<file path="src/rtl/fetch_stage.sv">
// rtl/fetch_stage.sv - instruction fetch stage: PC, in-order imem requests, prefetch FIFO, redirect/stall
// Credits (inflight + buffered) bound outstanding requests so every returning word has a FIFO slot.
module fetch_stage #(
    parameter logic [31:0] RESET_PC   = 32'h0000_0000,
    parameter int          FIFO_DEPTH = 4
) (
    input  logic        clk,
    input  logic        reset_n,
    output logic        imem_req_valid,
    output logic [31:0] imem_req_addr,
    input  logic        imem_req_ready,
    input  logic        imem_rsp_valid,
    input  logic [31:0] imem_rsp_data,
    input  logic        redirect_valid,
    input  logic [31:0] redirect_pc,
    input  logic        stall,
    output logic        instr_valid,
    output logic [31:0] instruction,
    output logic [31:0] pc_out
);
    localparam int AW = $clog2(FIFO_DEPTH);
    localparam int CW = AW + 1;
    localparam logic [CW:0]   DEPTH_C = (CW+1)'(FIFO_DEPTH);
    localparam logic [CW-1:0] FULL_C  = CW'(FIFO_DEPTH);
    localparam logic [31:0]   NOP     = 32'h0000_0013;

    logic [31:0]   fetch_pc;
    logic [CW-1:0] inflight, drop, count;
    logic [31:0]   pcq [FIFO_DEPTH];
    logic [AW-1:0] pcq_wr, pcq_rd;
    logic [31:0]   fifo_data [FIFO_DEPTH];
    logic [31:0]   fifo_pc [FIFO_DEPTH];
    logic [AW-1:0] wr_ptr, rd_ptr;

    logic          accept, push, pop;
    logic [CW:0]   credits;
    logic [31:0]   rsp_pc;
    logic [CW-1:0] count_next, remain;
    logic [AW-1:0] rd_next;
    logic [31:0]   head_data, head_pc;
    logic          unused_low_bits;

    assign unused_low_bits = ^redirect_pc[1:0];
    assign credits         = {1'b0, inflight} + {1'b0, count};
    assign imem_req_valid  = reset_n && !redirect_valid && (credits < DEPTH_C);
    assign imem_req_addr   = fetch_pc;
    assign accept          = imem_req_valid && imem_req_ready;
    assign pop             = instr_valid && !stall;
    assign push            = imem_rsp_valid && (drop == '0) && !redirect_valid;
    assign rsp_pc          = pcq[pcq_rd];

    // The output registers always load what the FIFO head will be after this edge.
    always_comb begin
        rd_next    = rd_ptr + AW'(pop);
        remain     = count - CW'(pop);
        count_next = redirect_valid ? '0 : (remain + CW'(push));
        if (remain == '0) begin
            head_data = imem_rsp_data;
            head_pc   = rsp_pc;
        end else begin
            head_data = fifo_data[rd_next];
            head_pc   = fifo_pc[rd_next];
        end
    end

    always_ff @(posedge clk) begin
        if (accept)
            pcq[pcq_wr] <= fetch_pc;
        if (push) begin
            fifo_data[wr_ptr] <= imem_rsp_data;
            fifo_pc[wr_ptr]   <= rsp_pc;
        end
    end

    always_ff @(posedge clk or negedge reset_n) begin
        if (!reset_n) begin
            fetch_pc    <= RESET_PC;
            inflight    <= '0;
            drop        <= '0;
            count       <= '0;
            pcq_wr      <= '0;
            pcq_rd      <= '0;
            wr_ptr      <= '0;
            rd_ptr      <= '0;
            instr_valid <= 1'b0;
            instruction <= NOP;
            pc_out      <= RESET_PC;
        end else begin
            if (accept)
                pcq_wr <= pcq_wr + AW'(1);
            if (imem_rsp_valid)
                pcq_rd <= pcq_rd + AW'(1);
            inflight <= inflight + CW'(accept) - CW'(imem_rsp_valid);
            if (redirect_valid) begin
                fetch_pc <= {redirect_pc[31:2], 2'b00};
                drop     <= inflight - CW'(imem_rsp_valid);
                wr_ptr   <= '0;
                rd_ptr   <= '0;
            end else begin
                if (accept)
                    fetch_pc <= fetch_pc + 32'd4;
                if (imem_rsp_valid && drop != '0)
                    drop <= drop - CW'(1);
                if (push)
                    wr_ptr <= wr_ptr + AW'(1);
                rd_ptr <= rd_next;
            end
            count       <= count_next;
            instr_valid <= (count_next != '0);
            instruction <= (count_next != '0) ? head_data : NOP;
            if (count_next != '0)
                pc_out <= head_pc;
        end
    end

    assert property (@(posedge clk) disable iff (!reset_n) !(imem_rsp_valid && inflight == '0));
    assert property (@(posedge clk) disable iff (!reset_n) !(push && count == FULL_C && !pop));
endmodule

</file>
<file path="config.mk">
export PLATFORM = sky130hd
export DESIGN_NAME = fetch_stage
export DESIGN_NICKNAME = d
export VERILOG_FILES = /design/src/rtl/fetch_stage.sv
export SDC_FILE = /design/constraint.sdc
export NUM_CORES = 1
export LEC_CHECK = 0
export CORE_MARGIN = 4
export CORE_UTILIZATION = 57
export CTS_CLUSTER_DIAMETER = 50
export CTS_CLUSTER_SIZE = 10
export DETAILED_ROUTE_END_ITERATION = 16
export PLACE_DENSITY = 0.79
export SLEW_MARGIN = 30
export SYNTH_ARGS = -nofsm -noshare
export SYNTH_HDL_FRONTEND = slang
export SYNTH_SLANG_ARGS = --single-unit
</file>
<file path="constraint.sdc">
create_clock -name clk -period 3.5 [get_ports clk]
set_input_delay 0.7 -clock clk [delete_from_list [all_inputs] [get_ports clk]]
set_output_delay 0.7 -clock clk [all_outputs]
set_load 0.01 [all_outputs]
</file>
==> impl_table.tex, run 1 <==
\begin{tabular}{lr}
\hline
Metric & Value \\
\hline
\multicolumn{2}{l}{\textbf{Run status}} \\
\quad Status & completed \\
\multicolumn{2}{l}{\textbf{Floorplanning}} \\
\quad IO Count & 168 \\
\quad Die footprint & 35900 sq um \\
\quad Total number of placement rows & 66 \\
\quad Die extent in x & 190 microns \\
\quad Core area & 32500 sq um \\
\quad Starting density of the core & 0.577 \\
\quad Die height & 190 microns \\
\multicolumn{2}{l}{\textbf{Setup path}} \\
\quad Worst r2r src & inflight[1] \\
\quad Register-to-Register Setup Slack & 0.61 ns \\
\quad Type of element capturing the critical path & output port \\
\quad Critical-path cell list & ha\_1, or4b\_4, nor3\_1, clkdlybuf4s50\_1 \\
\quad Data required, critical path & 2.80 ns \\
\quad Logic depth of the worst register-to-register path & 10 \\
\quad Endpoint of the lowest-slack register-to-register path & inflight[2] \\
\quad Maximum cell stage delay along the critical path & 0.59 ns \\
\quad Combined buffer and inverter count along the critical path & 1 \\
\quad Launching element type of the critical path & flip-flop \\
\quad Arrival time reported for the critical path endpoint & 2.64 ns \\
\quad Top delay family on crit path & simple AND/OR/NAND/NOR gates \\
\quad Biggest fanout along the worst timing path & 4 \\
\quad Slowest library cell on the worst path & sky130\_fd\_sc\_hd\_\_clkdlybuf4s50\_1 \\
\quad Kind of critical path & flip-flop to output port \\
\multicolumn{2}{l}{\textbf{Routing}} \\
\quad Average via count per standard cell & 6.09 \\
\quad Final ANT Viol Nets & 0 \\
\quad Number of violations reported at the end of detailed-routing iteration 0 & 870 \\
\quad Wire length after detailed routing & 40300 microns \\
\quad Average wire per cell in the routed design & 23.1 microns \\
\quad Via Count & 10.6k \\
\quad First drt pass iteration count & 5 \\
\quad Final routed DRC violation total & 0 \\
\multicolumn{2}{l}{\textbf{Timing}} \\
\quad Setup TNS after final layout & 0 ns \\
\quad Final period utilization & 0.955 \\
\quad Hold violation count in the final report & 0 \\
\quad RSZ-0062 raised after global routing & false \\
\quad Post-route minimum period & 3.34 ns \\
\quad Worst Skew & 0.0155 ns \\
\quad Peak Freq & 0.299 GHz \\
\quad Worst-margin pin slew & 0.787 ns \\
\quad Hold Slack & 0.349 ns \\
\quad Max transition margin & 0.476 \\
\quad Final Setup Violations & 0 \\
\quad Max-slew violation count & 0 \\
\multicolumn{2}{l}{\textbf{Clock network}} \\
\quad Worst-skew pair later-pin latency & 0.55 ns \\
\quad Number of gates resized after CTS & 0 \\
\quad CTS buffer count & 54 \\
\quad Htree depth & 2 \\
\quad CTS tree & done \\
\quad CTS Hold Bufs & 0 \\
\quad Library cell used as clock root buffer & sky130\_fd\_sc\_hd\_\_clkbuf\_16 \\
\quad Total setup buffers inserted after CTS & 0 \\
\quad Clock transition at path regs & 0.05 ns \\
\quad Clock sinks & 478 \\
\quad Buffer depth of the longest clock path & 3 \\
\multicolumn{2}{l}{\textbf{GRT}} \\
\quad Global-route usage over all layers & 0.227 \\
\quad Antenna violations before repair & 2 \\
\quad Wire length of the first global-routing pass & 63700 microns \\
\quad Remaining global-route overflow & 0 \\
\quad Via count of the first global-routing pass & 11.1k \\
\quad Maximum number of pins on one net before global-route repair & 64 \\
\multicolumn{2}{l}{\textbf{Final layout}} \\
\quad Layout area overhead & 21.8\% \\
\quad Total number of nets in the final design & 1351 \\
\quad Layout cell share with drive strength beyond 1 & 0.163 \\
\quad Antenna diode count & 0 \\
\multicolumn{2}{l}{\textbf{Logic synthesis}} \\
\quad Number of enable flip-flop cells after synthesis & 368 \\
\quad Library cell with the largest summed area after synthesis & sky130\_fd\_sc\_hd\_\_edfxtp\_1 \\
\quad Post-Syn Area per Cell & 17.8 sq um \\
\quad Ys Warns & 0 \\
\quad Count of unique library cells instantiated by Yosys & 58 \\
\quad Summed instance area of the synthesized netlist & 18800 sq um \\
\quad Cell types occupying the most area after synthesis & sky130\_fd\_sc\_hd\_\_edfxtp\_1, sky130\_fd\_sc\_hd\_\_dfrtp\_1, sky130\_fd\_sc\_hd\_\_mux4\_2 \\
\quad Most used flip-flop cell after synthesis & sky130\_fd\_sc\_hd\_\_edfxtp\_1 \\
\quad Post-synthesis register bit count & 478 \\
\quad Synth async-reset ratio & 0.230 \\
\quad Post-Synthesis Cells & 1057 \\
\quad Seq/Total Area, Yosys & 0.735 \\
\quad Area fraction of the dominant cell type after synthesis & 0.589 \\
\multicolumn{2}{l}{\textbf{Pwr}} \\
\quad Static leakage & 0.00794 uW \\
\quad Maximum vdd drop & 0.601 mV \\
\quad Ratio of total power to cell area & 760 nW/um\^{}2 \\
\multicolumn{2}{l}{\textbf{Placement}} \\
\quad Number of buffers inserted by port buffering & 161 \\
\quad Weighted congestion at the end of routability-driven global placement & 0.806 \\
\quad Post-DP HPWL & 24300 microns \\
\multicolumn{2}{l}{\textbf{Min path}} \\
\quad Path type of the worst min-delay path & primary input to async pin \\
\multicolumn{2}{l}{\textbf{Run}} \\
\quad Number of max-capacitance violations reported & 0 \\
\hline
\end{tabular}
==> cell families (layout without fill, tap and decap cells) <==
kind of cell	Yosys count	in the layout	share of synthesized area
AND/OR/NAND/NOR	237	237	0.0619
flip-flops	478	478	0.735
adder cells (fa/ha/maj)	23	23	0.0157
AO/OA/AOI/OAI	119	119	0.0469
multiplexers	101	101	0.115
XOR/XNOR	12	12	0.00633
buffers and inverters	86	330	0.0183
other	1	4	0.000200
==> layer usage <==
layer | vias to the layer above | share of wire | GRT usage
li1 | 4584 | - | -
met1 | 5458 | 0.41 | 0.330
met2 | 527 | 0.49 | 0.369
met3 | 61 | 0.083 | 0.0380
met4 | 0 | 0.018 | 0.0512
met5 | - | 0 | 0
==> power breakdown <==
part / total, uW / internal, uW / switching, uW / leakage (uW)
registers: 7510 / 7040 / 471 / 0.00466
logic: 4790 / 2310 / 2480 / 0.00252
clock network: 5080 / 3020 / 2060 / 0.000762
total: 17400 / 12400 / 5010 / 0.00794
==> final cells by class <==
cell class / count / area [sq um]
Sequential cell: 478 / 13800
Fill cell: 2007 / 9670
Multi-Input combinational cell: 496 / 4690
Timing Repair Buffer: 201 / 2110
Clock buffer: 99 / 1580
Tap cell: 442 / 553
Inverter: 27 / 101
Clock inverter: 3 / 17.5
==> cell usage in the layout (no fill, tap or decap), drive strengths merged, types with 12 or more instances in the layout <==
master,synthesis,final
o21ai,16,16
buf,19,42
or4,12,12
dfrtp,107,107
and2,15,15
clkdlybuf4s50,0,159
mux4,92,92
ha,22,22
nand4,14,14
a31oi,32,32
edfxtp,368,368
inv,26,26
nand2,93,93
nand3,20,20
nor2,41,41
a22o,29,29
clkbuf,40,99
==> sequential cells by signal, summed over array words and instances, names as in the netlist <==
signal and cells:
count 3, rd_ptr 2, imem_req_addr 30, wr_ptr 2, pcq_rd 2, pcq_wr 2
pcq 120, pc_out 30, inflight 3, drop 3, instr_valid 1, instruction 32
fifo_pc 120, fifo_data 128
==> synth_stat cells, drive strengths merged, types with 2 or more instances <==
cell	number
nand2	93
nor3	9
o211ai	5
nor2b	5
ha	22
edfxtp	368
o31ai	2
nand2b	2
a31oi	32
buf	19
dfrtp	107
o21ai	16
a211o	2
a22o	29
mux4	92
a221o	10
mux2i	6
xnor2	7
and2	15
nand4	14
or4	12
and3	7
o311ai	3
or4b	3
nor4	8
nand3b	2
xor2	4
nor2	41
or3	3
clkbuf	40
o31a	2
a21oi	4
a21o	3
mux2	3
inv	26
a22oi	5
dfstp	3
nand3	20
==> per-stage QoR <==
step	utilization	setup slack, ns	power [uW]	std cells	area, sq um
final	0.703	0.158	17400	1746	22900
after global routing	0.703	0.0546	18200	1746	22900
after CTS	0.702	0.119	17500	1745	22800
after detailed placement	0.653	0.247	12400	1643	21200
after global placement	0.653	0.316	12200	1643	21200
after floorplan	-	0.344	10300	1060	18800
==> worst max path at each step <==
| stage | from | end | slack, ns | depth (start not counted) |
|---|---|---|---|---|
| finish | inflight[1] | imem_req_valid | 0.16 | 4 |
| global route | inflight[1] | imem_req_valid | 0.05 | 4 |
| CTS | inflight[1] | imem_req_valid | 0.12 | 4 |
| detailed placement | imem_rsp_valid | instruction[20] | 0.25 | 10 |
| global placement | stall | instruction[2] | 0.32 | 12 |
| floorplan | redirect_valid | pcq[0][10] | 0.34 | 4 |
Power figures use the tool's default switching activity.
==> inputs of run 2 (changes only) <==
--- a/config.mk
+++ b/config.mk
@@ -6,11 +6,11 @@
 export NUM_CORES = 1
 export LEC_CHECK = 0
 export CORE_MARGIN = 4
-export CORE_UTILIZATION = 57
+export CORE_UTILIZATION = 53
 export CTS_CLUSTER_DIAMETER = 50
 export CTS_CLUSTER_SIZE = 10
 export DETAILED_ROUTE_END_ITERATION = 16
-export PLACE_DENSITY = 0.79
+export PLACE_DENSITY = 0.74
 export SLEW_MARGIN = 30
 export SYNTH_ARGS = -nofsm -noshare
 export SYNTH_HDL_FRONTEND = slang
==> impl_table.tex, run 2 (synthesized netlist as in run 1, its figures left out) <==
\begin{tabular}{lr}
\hline
Metric & Value \\
\hline
\multicolumn{2}{l}{\textbf{Final layout}} \\
\quad Finished Layout Cells & 1758 (+0.69\%) \\
\quad Fin area & 22900 sq um (about the same) \\
\quad Top Registers & fifo\_data: 128 flops, fifo\_pc: 120 flops, pcq: 120 flops \\
\quad Filler Cell Count & 2335 (+16\%) \\
\quad Layout area overhead & 21.8\% (about the same) \\
\quad Max reg flops & 128 (unchanged) \\
\quad Reg with most FFs & fifo\_data \\
\quad Antenna diode count & 0 (unchanged) \\
\quad Highest-count cells in the layout ignoring fill and taps & sky130\_fd\_sc\_hd\_\_edfxtp\_1, sky130\_fd\_sc\_hd\_\_clkdlybuf4s50\_1, sky130\_fd\_sc\_hd\_\_dfrtp\_1 \\
\quad Total number of nets in the final design & 1352 (+0.074\%) \\
\quad Most frequent standard cell in the layout excluding fill and tap cells & sky130\_fd\_sc\_hd\_\_edfxtp\_1 \\
\quad Layout cell share with drive strength beyond 1 & 0.165 (+0.00243) \\
\multicolumn{2}{l}{\textbf{Routing}} \\
\quad Final routed DRC violation total & 0 (unchanged) \\
\quad Via Count & 10.3k (-2.8\%) \\
\quad Wire length after detailed routing & 39400 microns (-2.1\%) \\
\quad Final ANT Viol Nets & 0 (unchanged) \\
\quad Number of violations reported at the end of detailed-routing iteration 0 & 643 (-26\%) \\
\quad Average via count per standard cell & 5.88 (-3.5\%) \\
\quad First drt pass iteration count & 4 (-1) \\
\quad Average wire per cell in the routed design & 22.4 microns (-2.7\%) \\
\multicolumn{2}{l}{\textbf{Clock network}} \\
\quad CTS buffer count & 55 (+1.9\%) \\
\quad Buffer depth of the longest clock path & 3 (unchanged) \\
\quad Worst-skew pair later-pin latency & 0.57 ns (+0.02 ns) \\
\quad CTS tree & done \\
\quad CTS Hold Bufs & 0 (unchanged) \\
\quad Htree depth & 2 (unchanged) \\
\quad Clock transition at path regs & 0.05 ns (about the same) \\
\quad Total setup buffers inserted after CTS & 0 (unchanged) \\
\quad Library cell used as clock root buffer & sky130\_fd\_sc\_hd\_\_clkbuf\_16 \\
\quad Clock sinks & 478 (unchanged) \\
\quad Number of gates resized after CTS & 0 (unchanged) \\
\multicolumn{2}{l}{\textbf{Floorplanning}} \\
\quad Starting density of the core & 0.541 (-0.0362) \\
\quad Die footprint & 38500 sq um (+7.2\%) \\
\quad Die extent in x & 196 microns (+3.5\%) \\
\quad Total number of placement rows & 68 (+3.0\%) \\
\quad Core area & 34700 sq um (+6.7\%) \\
\quad IO Count & 168 (unchanged) \\
\quad Die height & 196 microns (+3.5\%) \\
\multicolumn{2}{l}{\textbf{Placement}} \\
\quad Post-DP HPWL & 23600 microns (-2.7\%) \\
\quad Post-place instance area & 21200 sq um (-0.16\%) \\
\quad Placed Cells incl. Taps & 1657 (+0.85\%) \\
\quad Number of buffers inserted by port buffering & 161 (unchanged) \\
\quad Weighted congestion at the end of routability-driven global placement & 0.817 (+1.4\%) \\
\multicolumn{2}{l}{\textbf{Pwr}} \\
\quad Proportion of power drawn by the clock network & 0.302 (+0.010) \\
\quad Part of the total power dissipated in sequential elements & 0.428 (-0.004) \\
\quad Share of total power consumed by net switching & 0.284 (-0.00382) \\
\quad Maximum vdd drop & 0.450 mV (-25\%) \\
\quad Ratio of total power to cell area & 766 nW/um\^{}2 (+0.73\%) \\
\quad Static leakage & 0.00796 uW (+0.18\%) \\
\quad Net switching component of the power & 4980 uW (-0.57\%) \\
\quad Comb power frac & 0.270 (-0.006) \\
\quad Power Internal & 12500 uW (+1.3\%) \\
\multicolumn{2}{l}{\textbf{Timing}} \\
\quad Worst-margin pin slew & 0.825 ns (+0.0380 ns) \\
\quad RSZ-0062 raised after global routing & false \\
\quad Hold violation count in the final report & 0 (unchanged) \\
\quad Peak Freq & 0.292 GHz (-2.5\%) \\
\quad Post-route minimum period & 3.43 ns (+0.0857 ns) \\
\quad Max-slew violation count & 0 (unchanged) \\
\quad Setup TNS after final layout & 0 ns (unchanged) \\
\quad Max transition margin & 0.450 (-0.0253) \\
\quad Final Setup Violations & 0 (unchanged) \\
\quad Hold Slack & 0.394 ns (+0.0447 ns) \\
\quad Worst Skew & 0.0217 ns (+0.00613 ns) \\
\quad Final period utilization & 0.979 (+0.0245) \\
\multicolumn{2}{l}{\textbf{GRT}} \\
\quad Wire length of the first global-routing pass & 62600 microns (-1.8\%) \\
\quad Antenna violations before repair & 1 (-1) \\
\quad Maximum number of pins on one net before global-route repair & 63 (-1.6\%) \\
\quad Via count of the first global-routing pass & 11.0k (-1.0\%) \\
\quad Remaining global-route overflow & 0 (unchanged) \\
\quad Global-route usage over all layers & 0.208 (-0.0186) \\
\multicolumn{2}{l}{\textbf{Setup path}} \\
\quad Launching element type of the critical path & flip-flop \\
\quad Combined buffer and inverter count along the critical path & 1 (unchanged) \\
\quad Critical-path cell list & ha\_1, or4b\_4, nor3\_1, clkdlybuf4s50\_1 \\
\quad Type of element capturing the critical path & output port \\
\quad Arrival time reported for the critical path endpoint & 2.73 ns (+0.09 ns) \\
\quad Top delay family on crit path & simple AND/OR/NAND/NOR gates \\
\quad Biggest fanout along the worst timing path & 4 (unchanged) \\
\quad Kind of critical path & flip-flop to output port \\
\quad Maximum cell stage delay along the critical path & 0.61 ns (+0.02 ns) \\
\quad Slowest library cell on the worst path & sky130\_fd\_sc\_hd\_\_clkdlybuf4s50\_1 \\
\quad Data required, critical path & 2.80 ns (about the same) \\
\multicolumn{2}{l}{\textbf{Run}} \\
\quad Number of max-capacitance violations reported & 0 (unchanged) \\
\multicolumn{2}{l}{\textbf{Run status}} \\
\quad Status & completed \\
\multicolumn{2}{l}{\textbf{Min path}} \\
\quad Path type of the worst min-delay path & primary input to async pin \\
\hline
\end{tabular}
## run 2: cell count changes in the layout (fill, tap and decap cells not counted), sizes merged
cell    before  now
bufinv       0    2
clkinv       4    2
clkbuf      99   97
inv         26   27
## run 2: power by group through the flow
stage	logic (uW)	clock network (uW)	registers [uW]
2_1_floorplan	2640	0	7640
3_3_place_gp	4640	0	7590
3_5_place_dp	4770	0	7610
4_1_cts	4800	5380	7500
5_1_grt	5170	5650	7570
6_report	4730	5290	7490
## run 2: path summary, 6_finish.rpt
check | startpoint | endpoint | slack [ns] | depth (start not counted)
setup / recovery | inflight[1] | imem_req_valid | 0.07 | 4
hold / removal | reset_n | instruction[10] | 0.39 | 2
setup reg to reg | drop[0] | instruction[13] | 0.69 | 11
hold reg to reg | inflight[0] | inflight[0] | 0.54 | 1
max in group asynchronous | reset_n | pcq_rd[0] | 1.76 | 3
min in group clk | inflight[0] | inflight[0] | 0.54 | 1
## run 2: layout make-up
cell class | instances | area (sq um) | share of cell area
Timing Repair Buffer | 201 | 2040 | 0.0893
Sequential cell | 478 | 13800 | 0.604
Tap cell | 455 | 569 | 0.0249
Multi-Input combinational cell | 496 | 4690 | 0.205
Clock buffer | 97 | 1600 | 0.0698
Clock inverter | 4 | 73.8 | 0.00323
Inverter | 27 | 101 | 0.00443
## run 2: worst register-to-register path, stage by stage (launching register included)
cell,delay [ns]
sky130_fd_sc_hd__dfrtp_1,0.35
sky130_fd_sc_hd__inv_1,0.10
sky130_fd_sc_hd__ha_1,0.18
sky130_fd_sc_hd__nand3b_1,0.19
sky130_fd_sc_hd__nor2_1,0.41
sky130_fd_sc_hd__ha_1,0.26
sky130_fd_sc_hd__ha_1,0.17
sky130_fd_sc_hd__xnor3_1,0.27
sky130_fd_sc_hd__a21oi_4,0.21
sky130_fd_sc_hd__and2_1,0.20
sky130_fd_sc_hd__buf_12,0.20
sky130_fd_sc_hd__a22o_1,0.18
## run 2: stage by stage
stage / utilization / total power, uW / setup WS, ns
after CTS: 0.659 / 17700 / 0.0672
after detailed placement: 0.611 / 12400 / 0.144
after global placement: 0.611 / 12200 / 0.273
final: 0.659 / 17500 / 0.0724
after global routing: 0.659 / 18400 / 0.0152
after floorplan: - / 10300 / 0.344
## run 2: routing by layer
metal,wire length [microns],track usage,share of wire
met1,16900,0.299,0.43
met2,18700,0.333,0.48
met3,3010,0.0410,0.076
met4,781,0.0566,0.020
met5,0,0,0
